### config.mk
export PLATFORM = sky130hd
export DESIGN_NAME = comp_serial_msb
export DESIGN_NICKNAME = d
export VERILOG_FILES = /design/src/rtl/comp_pkg.sv /design/src/rtl/comp_1bit.sv /design/src/rtl/comp_serial_msb.sv
export SDC_FILE = /design/constraint.sdc
export NUM_CORES = 1
export LEC_CHECK = 0
export ABC_CLOCK_PERIOD_IN_PS = 1400
export CAP_MARGIN = 20
export CORE_AREA = 2 2 39 41
export DETAILED_ROUTE_END_ITERATION = 10
export DIE_AREA = 0 0 41 43
export PLACE_DENSITY = 0.71
export SKIP_LAST_GASP = 1
export SYNTH_ARGS = -nofsm -noshare
export SYNTH_HDL_FRONTEND = slang
export SYNTH_SLANG_ARGS = --single-unit
### constraint.sdc
create_clock -name clk -period 1.4 [get_ports clk]
set_input_delay 0.21 -clock clk [delete_from_list [all_inputs] [get_ports clk]]
set_output_delay 0.21 -clock clk [all_outputs]
set_load 0.02 [all_outputs]
### src/rtl/comp_pkg.sv
// Shared types for the serial comparator family: FSM states and the
// latched A-vs-B relation.
package comp_pkg;

    typedef enum logic [1:0] {
        IDLE = 2'd0,
        CMP  = 2'd1,
        DONE = 2'd2
    } state_t;

    typedef enum logic [1:0] {
        REL_EQ = 2'b00,
        REL_GT = 2'b01,
        REL_LT = 2'b10
    } rel_t;

endpackage

### src/rtl/comp_1bit.sv
// Single-bit magnitude compare cell; exactly one of gt/lt/eq is high.
module comp_1bit (
    input  logic a,
    input  logic b,
    output logic gt,
    output logic lt,
    output logic eq
);

    assign gt = a & ~b;
    assign lt = ~a & b;
    assign eq = ~(a ^ b);

endmodule

### src/rtl/comp_serial_msb.sv
// Bit-serial MSB-first magnitude comparator producing agb/alb/aeb once per word.
// Optional COMP_SERIAL_EARLY_EXIT_EN: finish on the first differing bit-pair.
module comp_serial_msb
    import comp_pkg::*;
#(
    parameter int WIDTH = 8
) (
    input  logic clk,
    input  logic rst,
    input  logic start,
    input  logic bit_vld,
    input  logic a_bit,
    input  logic b_bit,
    output logic busy,
    output logic done,
    output logic agb,
    output logic alb,
    output logic aeb
);

    localparam int CW = $clog2(WIDTH + 1);
    localparam logic [CW-1:0] LAST = CW'(WIDTH - 1);

    state_t        state;
    state_t        state_nxt;
    logic [CW-1:0] cnt;
    rel_t          rel;
    rel_t          rel_nxt;
    logic          bit_gt;
    logic          bit_lt;
    logic          bit_eq;
    logic          accept;
    logic          finish;

    comp_1bit u_bit (
        .a  (a_bit),
        .b  (b_bit),
        .gt (bit_gt),
        .lt (bit_lt),
        .eq (bit_eq)
    );

    // start wins over a same-cycle bit, so that bit is never accepted
    assign accept = (state == CMP) && bit_vld && !start;
    assign busy   = (state == CMP);

    // Relation only moves away from EQ; once decided it is frozen
    always_comb begin
        rel_nxt = rel;
        if (rel == REL_EQ) begin
            unique case ({bit_gt, bit_lt, bit_eq})
                3'b100:  rel_nxt = REL_GT;
                3'b010:  rel_nxt = REL_LT;
                default: rel_nxt = rel;
            endcase
        end
    end

`ifdef COMP_SERIAL_EARLY_EXIT_EN
    assign finish = accept && ((cnt == LAST) || (rel_nxt != rel));
`else
    assign finish = accept && (cnt == LAST);
`endif

    always_comb begin
        state_nxt = state;
        unique case (state)
            IDLE:    if (start) state_nxt = CMP;
            CMP:     if (start) state_nxt = CMP;
                     else if (finish) state_nxt = DONE;
            DONE:    if (start) state_nxt = CMP;
            default: state_nxt = IDLE;
        endcase
    end

    always_ff @(posedge clk) begin
        if (rst) begin
            state <= IDLE;
            cnt   <= '0;
            rel   <= REL_EQ;
            done  <= 1'b0;
            agb   <= 1'b0;
            alb   <= 1'b0;
            aeb   <= 1'b0;
        end else begin
            state <= state_nxt;
            done  <= finish;
            if (start) begin
                cnt <= '0;
                rel <= REL_EQ;
                agb <= 1'b0;
                alb <= 1'b0;
                aeb <= 1'b0;
            end else if (accept) begin
                cnt <= cnt + CW'(1);
                rel <= rel_nxt;
                if (finish) begin
                    agb <= (rel_nxt == REL_GT);
                    alb <= (rel_nxt == REL_LT);
                    aeb <= (rel_nxt == REL_EQ);
                end
            end
        end
    end

endmodule

==> results.sh <==
export IMPL_hold_slack_ps=471
export IMPL_r2r_slack_ps=130
export IMPL_finalSetupTns_ps=0
export IMPL_slew_viol_final=0
export IMPL_hold_buffers=0
export IMPL_hold_depth=2
export IMPL_clockBufferDepth=2
export IMPL_crit_fanout=5
export IMPL_drt_iter0_markers=7
export IMPL_grt_pass1_vias=504
export IMPL_grt_max_degree=11
export IMPL_drtPass1Iterations=2
export IMPL_grt_antenna_before_repair=0
export IMPL_final_core_util=0.574
export IMPL_antennaDiodeCount=0
export IMPL_grt_usage=0.178
export IMPL_cellLeakagePower_nw=0.303
export IMPL_tightestPinTransition_ps=261
export IMPL_cts_tree="built"
export IMPL_power_density_nw_per_um2=888
export IMPL_finalSetupViolCount=0
export IMPL_dpl_cell_area_um2=756
export IMPL_rr_worst_depth=4
export IMPL_cp_required_ps=1610
export IMPL_die_area_um2=1760
export IMPL_cts_buffers=3
export IMPL_yosysSeqAreaShare=0.392
export IMPL_hold_path_class="flop to flop"
export IMPL_place_gp_congestion=0.712
export IMPL_ys_top_cells_by_area="dfxtp_1 (39%), ha_1 (6.1%), a21oi_1 (4.9%)"
export IMPL_clock_skew_ps=6.74
export IMPL_start_kind="input pin"
export IMPL_drv_cap=0
export IMPL_nNetsFinal=92
export IMPL_wl_per_cell_um=11.8
export IMPL_die_h_um=43
export IMPL_clock_latency_ps=280
export IMPL_drc=0
export IMPL_critical_path_class="input pin to flop"
export IMPL_synth_nets=74
export IMPL_num_vias=517
export IMPL_critPathArrivalTime_ps=1500
export IMPL_fp_row_count=14
export IMPL_post_synth_top_area_fraction=0.392
export IMPL_cts_setup_buffers=0
export IMPL_rr_startpoint="cnt[0]"
export IMPL_syn_avg_cell_area_um2=9.43
export IMPL_postRouteAntennaNets=0
export IMPL_clock_sinks=12
export IMPL_ys_ff_latch=12
export IMPL_syn_area_um2=613
export IMPL_cts_root_buf="clkbuf_4"
export IMPL_routed_wl_mm=1.15
export IMPL_dp_hpwl_um=874
export IMPL_cts_resized=5
export IMPL_outcome="completed"
export IMPL_yosys_warnings=0
export IMPL_area_growth_pct=29.6
export IMPL_synthesis_instances=65
export IMPL_synth_cell_types=26
export IMPL_vias_per_cell=5.28
export IMPL_io_buffers=10
export IMPL_die_w_um=41
export IMPL_num_fill_cells=124
export IMPL_htreeDepth=1
export IMPL_start_util=0.443
export IMPL_rsz0062_at_grt="false"
export IMPL_yosys_area_top_type="dfxtp_1"
export IMPL_core_um2=1380
export IMPL_hp_start="aeb"
export IMPL_overflow=0
export IMPL_hold_viol=0
export IMPL_drive_above_1_share=0.195
export IMPL_design_area_um2=795
export IMPL_fin_crit_ps=1290
export IMPL_r2r_end="aeb"
export IMPL_period_share=0.923
export IMPL_clk_pin_slew_ps=70
export IMPL_end_kind="flop"
export IMPL_fmax_mhz=773
export IMPL_vdd_drop_max_uv=569
export IMPL_ios=11
export IMPL_max_slew_margin=0.825
export IMPL_hold_end="aeb"
export IMPL_grt_pass1_wl_mm=2.05
-- routing by layer --
layer	vias up	GRT usage	wire, µm
met5	-	0	0
met3	4	0.0628	40
li1	273	-	-
met1	234	0.209	542
met2	6	0.256	533
met4	0	0.120	36
-- worst max-delay path, stage by stage --
cell and delay (ps):
clkdlybuf4s50_1 470, inv_1 50, ha_2 310, nor3b_2 190
o2111ai_1 120, a21oi_1 150
-- cell usage in the layout (no fill, tap or decap), drive strengths merged --
cell type	instances
a2bb2oi	1
nand4b	1
o21a	2
dlygate4sd2	4
or2	1
o21ai	6
buf	5
or3	2
nand2	2
inv	5
o21bai	1
nand3	1
a21oi	6
clkdlybuf4s50	5
nand3b	1
nor4b	2
dfxtp	12
a221oi	1
nor2b	3
clkdlybuf4s15	1
nor2	5
clkbuf	4
nor3	1
ha	3
and4bb	1
xnor2	1
o2111ai	2
nand4bb	1
nor3b	2
-- Yosys cell counts, drive strengths merged --
library cell / instances
nand2: 2
nand3b: 1
nand4bb: 1
or3: 2
buf: 2
and4bb: 1
ha: 3
nor3b: 2
nor4b: 2
nor2b: 3
nand3: 1
o21a: 2
a221oi: 1
nor3: 1
o21bai: 1
a2bb2oi: 1
o2111ai: 2
inv: 5
xnor2: 1
dfxtp: 12
nand4b: 1
a21oi: 6
or2: 1
nor2: 5
o21ai: 6
-- kinds of logic (layout without fill, tap and decap cells) --
logic type / Yosys count / count (layout) / synth area share
AND/OR/NAND/NOR: 23 / 23 / 0.286
AO/OA/AOI/OAI: 19 / 19 / 0.192
flip-flops: 12 / 12 / 0.392
buffers and inverters: 7 / 24 / 0.0551
adder cells (fa/ha/maj): 3 / 3 / 0.0612
XOR/XNOR: 1 / 1 / 0.0143
-- metrics by stage --
step | cells | power (W) | setup WS, ps
final | 98 | 0.000705 | 107
after global routing | 98 | 0.000741 | 6.71
after CTS | 98 | 0.000712 | 18.5
after detailed placement | 94 | 0.000432 | -272
after global placement | 94 | 0.000431 | -257
after floorplan | 65 | 0.000395 | 291
-- final cells by class --
cell class              instances  area, µm²  share of cell area
multi-input cells              46        347               0.436
clock buffers                   4       36.3              0.0457
well taps                      16       20.0              0.0252
inverters                       5       18.8              0.0236
flip-flops and latches         12        240               0.302
repair buffers                 15        133               0.167
-- where the power goes --
part | total [W] | switching, W | leakage, nW | internal, W
Sequential | 0.000346 | 0.00000199 | 0.0970 | 0.000344
Combinational | 0.0000786 | 0.0000360 | 0.185 | 0.0000427
Clock | 0.000281 | 0.000123 | 0.0210 | 0.000158
-- registers in the layout, summed over array words and instances, names as in the netlist --
register	cells
rel	2
agb	1
state	2
done	1
cnt	4
aeb	1
alb	1
-- worst max-delay path by stage --
stage / from / end / slack [ps] / cells after the start
floorplan: cnt[0] / state[0] / 290 / 4
global placement: a_bit / agb / -260 / 6
detailed placement: a_bit / agb / -270 / 6
CTS: a_bit / agb / 20 / 6
global route: a_bit / agb / 7 / 6
finish: a_bit / agb / 110 / 6
Note: power is estimated with default switching activity, not from simulation.
